[src/rtl/alarm_trigger.sv]
// Alarm/chime trigger: compares BCD time to the alarm setting, runs the snooze/re-ring FSM, emits chime and alarm start pulses.
// Latency: every output is registered one CP_1Hz tick after the inputs are sampled. No backpressure; tick-driven only.
// Optional feature: define HOURLY_CHIME_EN to build the hourly chime path; otherwise start_light_hour/show_hour are tied low.
module alarm_trigger #(
    parameter int RING_SEC   = 31,
    parameter int SNOOZE_SEC = 300,
    parameter int SNOOZE_MAX = 3
) (
    input  logic       CP_1Hz,
    input  logic       _CR,
    input  logic [7:0] Hour,
    input  logic [7:0] Minute,
    input  logic [7:0] Second,
    input  logic [7:0] alarm_hour,
    input  logic [7:0] alarm_minute,
    input  logic       alarm_key,
    input  logic       snooze_key,
    output logic       start_light_hour,
    output logic [7:0] show_hour,
    output logic       start_light_alarm,
    output logic       active_alarm
);

    localparam int RW = (RING_SEC > 1) ? $clog2(RING_SEC) : 1;
    localparam int SW = (SNOOZE_SEC > 1) ? $clog2(SNOOZE_SEC) : 1;
    localparam int PW = (SNOOZE_MAX > 0) ? $clog2(SNOOZE_MAX + 1) : 1;

    localparam logic [RW-1:0] RING_LOAD = RW'(RING_SEC - 1);
    localparam logic [SW-1:0] SNZ_LOAD  = SW'(SNOOZE_SEC - 1);
    localparam logic [PW-1:0] REP_MAX   = PW'(SNOOZE_MAX);

    typedef enum logic [1:0] {
        IDLE   = 2'd0,
        RING   = 2'd1,
        SNOOZE = 2'd2
    } state_t;

    state_t          state, state_nxt;
    logic            en, en_nxt;
    logic            alarm_key_q, snooze_key_q;
    logic            alarm_rise, snooze_rise, match;
    logic [RW-1:0]   ring_cnt, ring_cnt_nxt;
    logic [SW-1:0]   snz_cnt, snz_cnt_nxt;
    logic [PW-1:0]   rep, rep_nxt;
    logic            start_alarm_nxt, active_nxt;

    assign alarm_rise  = alarm_key & ~alarm_key_q;
    assign snooze_rise = snooze_key & ~snooze_key_q;

    // Match uses the pre-toggle enable so a same-tick key press cannot arm and fire at once.
    assign match = en & (Hour == alarm_hour) & (Minute == alarm_minute) & (Second == 8'h00);

    always_comb begin
        state_nxt       = state;
        ring_cnt_nxt    = ring_cnt;
        snz_cnt_nxt     = snz_cnt;
        rep_nxt         = rep;
        start_alarm_nxt = 1'b0;
        en_nxt          = en ^ alarm_rise;

        if (en & alarm_rise) begin
            state_nxt    = IDLE;
            ring_cnt_nxt = '0;
            snz_cnt_nxt  = '0;
            rep_nxt      = '0;
        end else begin
            case (state)
                IDLE: begin
                    if (match) begin
                        state_nxt       = RING;
                        ring_cnt_nxt    = RING_LOAD;
                        rep_nxt         = '0;
                        start_alarm_nxt = 1'b1;
                    end
                end
                RING: begin
                    // A snooze press on the final ring tick still takes effect.
                    if (snooze_rise && (rep < REP_MAX)) begin
                        state_nxt   = SNOOZE;
                        snz_cnt_nxt = SNZ_LOAD;
                        rep_nxt     = rep + PW'(1);
                    end else if (ring_cnt == '0) begin
                        state_nxt = IDLE;
                    end else begin
                        ring_cnt_nxt = ring_cnt - RW'(1);
                    end
                end
                SNOOZE: begin
                    if (snz_cnt == '0) begin
                        state_nxt       = RING;
                        ring_cnt_nxt    = RING_LOAD;
                        start_alarm_nxt = 1'b1;
                    end else begin
                        snz_cnt_nxt = snz_cnt - SW'(1);
                    end
                end
                default: state_nxt = IDLE;
            endcase
        end

        active_nxt = en_nxt & (state_nxt != SNOOZE);
    end

    always_ff @(posedge CP_1Hz or negedge _CR) begin
        if (!_CR) begin
            state             <= IDLE;
            en                <= 1'b0;
            alarm_key_q       <= 1'b0;
            snooze_key_q      <= 1'b0;
            ring_cnt          <= '0;
            snz_cnt           <= '0;
            rep               <= '0;
            start_light_alarm <= 1'b0;
            active_alarm      <= 1'b0;
        end else begin
            state             <= state_nxt;
            en                <= en_nxt;
            alarm_key_q       <= alarm_key;
            snooze_key_q      <= snooze_key;
            ring_cnt          <= ring_cnt_nxt;
            snz_cnt           <= snz_cnt_nxt;
            rep               <= rep_nxt;
            start_light_alarm <= start_alarm_nxt;
            active_alarm      <= active_nxt;
        end
    end

`ifdef HOURLY_CHIME_EN
    logic [7:0] h_bin, h_mod, show_nxt;
    logic       chime;

    // Hour is at most 23, so one conditional subtract gives mod 12.
    assign h_bin    = ({4'd0, Hour[7:4]} * 8'd10) + {4'd0, Hour[3:0]};
    assign h_mod    = (h_bin >= 8'd12) ? (h_bin - 8'd12) : h_bin;
    assign show_nxt = (h_mod == 8'd0) ? 8'd24 : (h_mod << 1);
    assign chime    = (Minute == 8'h00) & (Second == 8'h00);

    always_ff @(posedge CP_1Hz or negedge _CR) begin
        if (!_CR) begin
            start_light_hour <= 1'b0;
            show_hour        <= 8'h00;
        end else begin
            start_light_hour <= chime;
            if (chime) begin
                show_hour <= show_nxt;
            end
        end
    end
`else
    assign start_light_hour = 1'b0;
    assign show_hour        = 8'h00;
`endif

endmodule
[config.mk]
export PLATFORM = sky130hd
export DESIGN_NAME = alarm_trigger
export DESIGN_NICKNAME = d
export VERILOG_FILES = /design/src/rtl/alarm_trigger.sv
export SDC_FILE = /design/constraint.sdc
export NUM_CORES = 1
export LEC_CHECK = 0
export CORE_UTILIZATION = 40
export CTS_CLUSTER_SIZE = 10
export DETAILED_ROUTE_END_ITERATION = 10
export GPL_TIMING_DRIVEN = 0
export PLACE_DENSITY = 0.75
export SYNTH_ARGS = -nofsm -noshare
export SYNTH_HDL_FRONTEND = slang
export SYNTH_SLANG_ARGS = --single-unit
[constraint.sdc]
create_clock -name CP_1Hz -period 2.1 [get_ports CP_1Hz]
set_input_delay 0.42 -clock CP_1Hz [delete_from_list [all_inputs] [get_ports CP_1Hz]]
set_output_delay 0.42 -clock CP_1Hz [all_outputs]
set_load 0.03 [all_outputs]
After elaboration in Yosys (flattened, before gate mapping). Cells that the tools add are included.

Add/subtract/negate cells: 3. Magnitude comparators: 1. Equal/unequal tests: 11. Multiplexer cells: 24. Bitwise operators: 10. Reduce and logical (&&, ||, !) cells: 11.

Operators by type and width (count): 2-to-1 mux 9 bit (3); 2-to-1 mux 5 bit (5); inequality test 3 bit, second input constant (6); one-hot mux 9 bit (2 select lines) (1); equality test 8 bit (2); 2-to-1 mux 2 bit (8); one-hot mux 5 bit (3 select lines) (1); zero test 9 bit (1); subtractor 9 x 1 -> 9 bit, second input constant (1); zero test 8 bit (1); AND 1 bit (7); one-hot mux 2 bit (3 select lines) (1); AND reduction 3 bit (2); nonzero test 3 bit (2); zero test 5 bit (1); AND reduction 5 bit (1); subtractor 5 x 1 -> 5 bit, second input constant (1); one-hot mux 2 bit (2 select lines) (1); nonzero test 4 bit (1); 2-to-1 mux 1 bit (3); adder 2 x 1 -> 2 bit, second input constant (1); equality test 2 x 1 -> 1 bit, second input constant (1); equality test 2 bit, second input constant (1); zero test 2 bit (1); other kinds (6) (7).

Flip-flop bits (word level): 23. Input port bits: 44. Output and inout bits: 11. Logic and storage cells: 69.

Longest topological paths before layout.
Depth after elaboration: 9. Depth in mapped cells: 8. Gate-level depth less buffers: 7.

Worst setup path before layout. Ideal clock, no wire load.

Path type: reg-to-reg. From: reg snz_cnt[0]. To: reg ring_cnt[0]. Library setup time: 125 ps. Data arrival time: 2036 ps. Required time: 1975 ps. Path slack: -61 ps. Cell stages (with the launch flop): 9. Path buffers: 1. Clock period less this slack: 2161 ps. Cells stage by stage: dfrtp_1 inv_1 ha_1 or4b_1 o311ai_2 o31a_2 and3_1 buf_6 mux2_4.

Word-level cells in the longest chain between the ends: 3.

RTL lines: start, declared (line 43) `logic [SW-1:0] snz_cnt, snz_cnt_nxt;`; start signal, assigned (line 121) `snz_cnt <= snz_cnt_nxt;`; zero test 9 bit (line 89) `if (snz_cnt == '0) begin`; inequality test 3 bit (no line); AND reduction 5 bit (no line); end signal, assigned (line 120) `ring_cnt <= ring_cnt_nxt;`; end, declared (line 42) `logic [RW-1:0] ring_cnt, ring_cnt_nxt;`.

Every way passes these cells. A chain may end at the register's enable or synchronous reset.

Worst setup path in the final report.
From: reg snz_cnt[1]. To: reg ring_cnt[1].

The elaborated chain is that of the path after synthesis.

==> results_dict.tcl <==
set metrics [dict create \
    ys_types 41 \
    io_pins 55 \
    setup_slack_ns -0.0354 \
    syn_avg_cell_area_um2 9.16 \
    fin_skew_ns 0.00517 \
    core-area_um2 3740 \
    power_density_nw_per_um2 538 \
    path_cells "inv_2, ha_4, or4b_4, o311ai_2, o31a_2, and3_4, mux2_4" \
    antenna_found_initial 0 \
    grt_usage_pct 19.3 \
    synth_fa_ha_area_share_pct 4.74 \
    avgRoutedWirePerCell_um 13.6 \
    synth_mux_area_share_pct 2.60 \
    cp-start-kind "flop" \
    rows 22 \
    synthArstFlopShare_pct 100 \
    synth-seq-cells 23 \
    setup_violations 2 \
    grt_remaining_overflow 0 \
    met3WireLength_um 188 \
    routed_wirelength_mm 3.98 \
    dp.cells 274 \
    slew_viol_final 0 \
    die_x_um 65.0 \
    die_y_um 65.0 \
    nNetsFinal 295 \
    r2r_end "ring_cnt[1]" \
    fill_cells 321 \
    yosysTopAreaCell "dfrtp_1" \
    met2_length_mm 1.99 \
    vdd_drop_max_mv 0.279 \
    htreeDepth 1 \
    outcome "complete, but fails checks" \
    critPathKind "flop to flop" \
    finalPower_w 0.00129 \
    syn_inst 173 \
    synth_area_leaders "dfrtp_1 36%, xnor2_1 8.8%, ha_1 4.7%" \
    multiInputGateArea_um2 1020 \
    gp_congestion 0.842 \
    netlist.area_leader.share_pct 36.3 \
    antenna_left 0 \
    max_cap_viol_count 0 \
    rsz0062_at_grt "true" \
    r2r-start "snz_cnt[1]" \
    synth_compound_area_share_pct 22.2 \
    numPortBuffers 45 \
    grt_pass1_wl_mm 6.33 \
    cpMaxStageDelayCell "or4b_4" \
    post-route-min-period_ns 2.14 \
    routed_via_density 5.35 \
    r2r_slack_ns -0.04 \
    timing.final.crit_share_pct 102 \
    drcViolationCount 0 \
    synth_enable_flop_cells 0 \
    worst_r2r_path_depth 7 \
    clock-sinks 23 \
    regArea_um2 576 \
    cts_buffers 3 \
    area_growth_pct 51.5 \
    max_freq_ghz 0.468 \
    drt_iter0_markers 96 \
    hold_path_depth 1 \
    final_util_pct 64.1 \
    yosysSeqAreaShare_pct 36.3 \
    instances_no_fill 292 \
    clk_latency_ns 0.27 \
    clk_pin_slew_ns 0.08 \
    hold_end "alarm_key_q" \
    top_layer "met4" \
    hpwl_mm 2.77 \
    critPathBufInv 1 \
    wl_met1_mm 1.75 \
    initial_utilization_pct 42.3 \
    ys.flop_type "dfrtp_1" \
    synth_top_family_by_area "compound AO/OA/AOI/OAI gates" \
    cp_max_fo 4 \
    cts.root.buffer_cell "clkbuf_8" \
    hold_viol_final 0 \
    end_kind "flop" \
    netlist_area_um2 1590 \
    grt_pass1_vias 1481 \
    layout-drive-gt1-share_pct 22.1 \
    required_ns 2.25 \
    min_from "alarm_key" \
    grt_max_degree 24 \
    hold_path.class "input pin to flop" \
    power.leakage_nw 0.995 \
    critical_path_arrival_ns 2.29 \
    cts_tree "done" \
    max_stage_delay_ns 0.48 \
    ys_warn_count 0 \
    synth_xor_area_share_pct 8.84 \
    worstMarginPinSlew_ns 1.03 \
    path_delay_family "simple AND/OR/NAND/NOR gates" \
    firstDrtPassIters 4 \
    violations "setup timing" \
    antenna_cells 0 \
    dieArea_um2 4220 \
    totalNegativeSetupSlack_ns -0.0649 \
    clockBufferDepth 2 \
    synth-simple-area-share_pct 16.9 \
    routed-via-count 1561 \
    slew_headroom_pct 31.3 \
]
-- logic make-up (layout without fill, tap and decap cells) --
| logic type | count (synthesis) | count (layout) |
|---|---|---|
| AOI/OAI and AO/OA | 51 | 51 |
| and+or+nand+nor | 50 | 50 |
| DFF | 23 | 23 |
| buffers and inverters | 23 | 86 |
| xor gates and xnor gates | 16 | 16 |
| adders and majority gates | 6 | 6 |
| muxes | 3 | 3 |
| other | 1 | 9 |
-- layer usage --
layer / up-vias / track usage (%)
met4: 0 / 6.67
li1: 760 / -
met3: 7 / 3.87
met2: 51 / 33.1
met1: 743 / 23.8
met5: - / 0
-- sequential cells by signal, indices dropped and copies added (netlist names), 2 cells and up --
| name | cells |
|---|---|
| snz_cnt | 9 |
| ring_cnt | 5 |
| rep | 2 |
| state | 2 |
-- stage by stage --
step,worst slack (ns),area [µm²],hold slack [ns]
3_5_place_dp,-0.489,2140,0.488
3_3_place_gp,-0.441,2140,0.484
4_1_cts,-0.0611,2310,0.510
5_1_grt,-0.105,2400,0.308
6_report,-0.0354,2400,0.292
2_1_floorplan,-0.0276,1630,0.124
-- how the worst max path moves through the flow --
stage / start / end / slack (ns) / cells past startpoint
floorplan: snz_cnt[0] / ring_cnt[0] / -0.03 / 8
global placement: Second[1] / ring_cnt[0] / -0.44 / 7
detailed placement: Second[1] / ring_cnt[1] / -0.49 / 7
CTS: snz_cnt[1] / ring_cnt[1] / -0.06 / 7
global route: snz_cnt[7] / ring_cnt[1] / -0.10 / 6
finish: snz_cnt[1] / ring_cnt[1] / -0.04 / 7
-- where the power goes --
group / switching [W] / leakage (nW) / internal (W)
logic: 0.000212 / 0.669 / 0.000241
registers: 0.0000565 / 0.303 / 0.000505
clock network: 0.000142 / 0.0228 / 0.000136
total: 0.000410 / 0.995 / 0.000882
-- cells in the final DEF (no fill, tap or decap), drive strengths merged, types with 6 or more instances in the layout --
cell type and n:
inv 7, a211oi 7, dfrtp 23, xnor2 16
ha 6, a21oi 14, nor2 11, conb 9
buf 27, nand2 7, clkdlybuf4s50 44, clkbuf 7
nor3 10, o21ai 8
-- Yosys cell counts (2+ instances only) --
cell type  count
nor2b_1        4
a22o_1         2
nor3_1        10
or3_1          2
inv_1          7
a31oi_1        4
a21oi_1       14
xnor2_1       16
nand2b_1       3
nand2_1        7
buf_2          2
mux2_4         2
o21ai_0        8
nor2_1        11
clkbuf_1       4
o21a_1         2
nand4_1        4
buf_4          9
a211oi_1       7
dfrtp_1       23
o31a_2         2
ha_1           6
a311oi_1       4
a31o_2         2
nor4b_1        2
-- layout make-up --
type	count	share of cell area [%]
clock buffers	4	1.88
well taps	48	2.50
plain buffers	14	4.22
flip-flops and latches	23	24.0
multi-input cells	135	42.3
repair buffers	61	24.0
inverters	7	1.09
-- repair_timing --
item                       4_1_cts  5_1_grt
buffers inserted                14        4
hold buffers                     0        0
resized for setup                9       18
setup endpoints to repair        9       14
pin swaps                        1        8
Note: power is estimated with default switching activity, not from simulation.
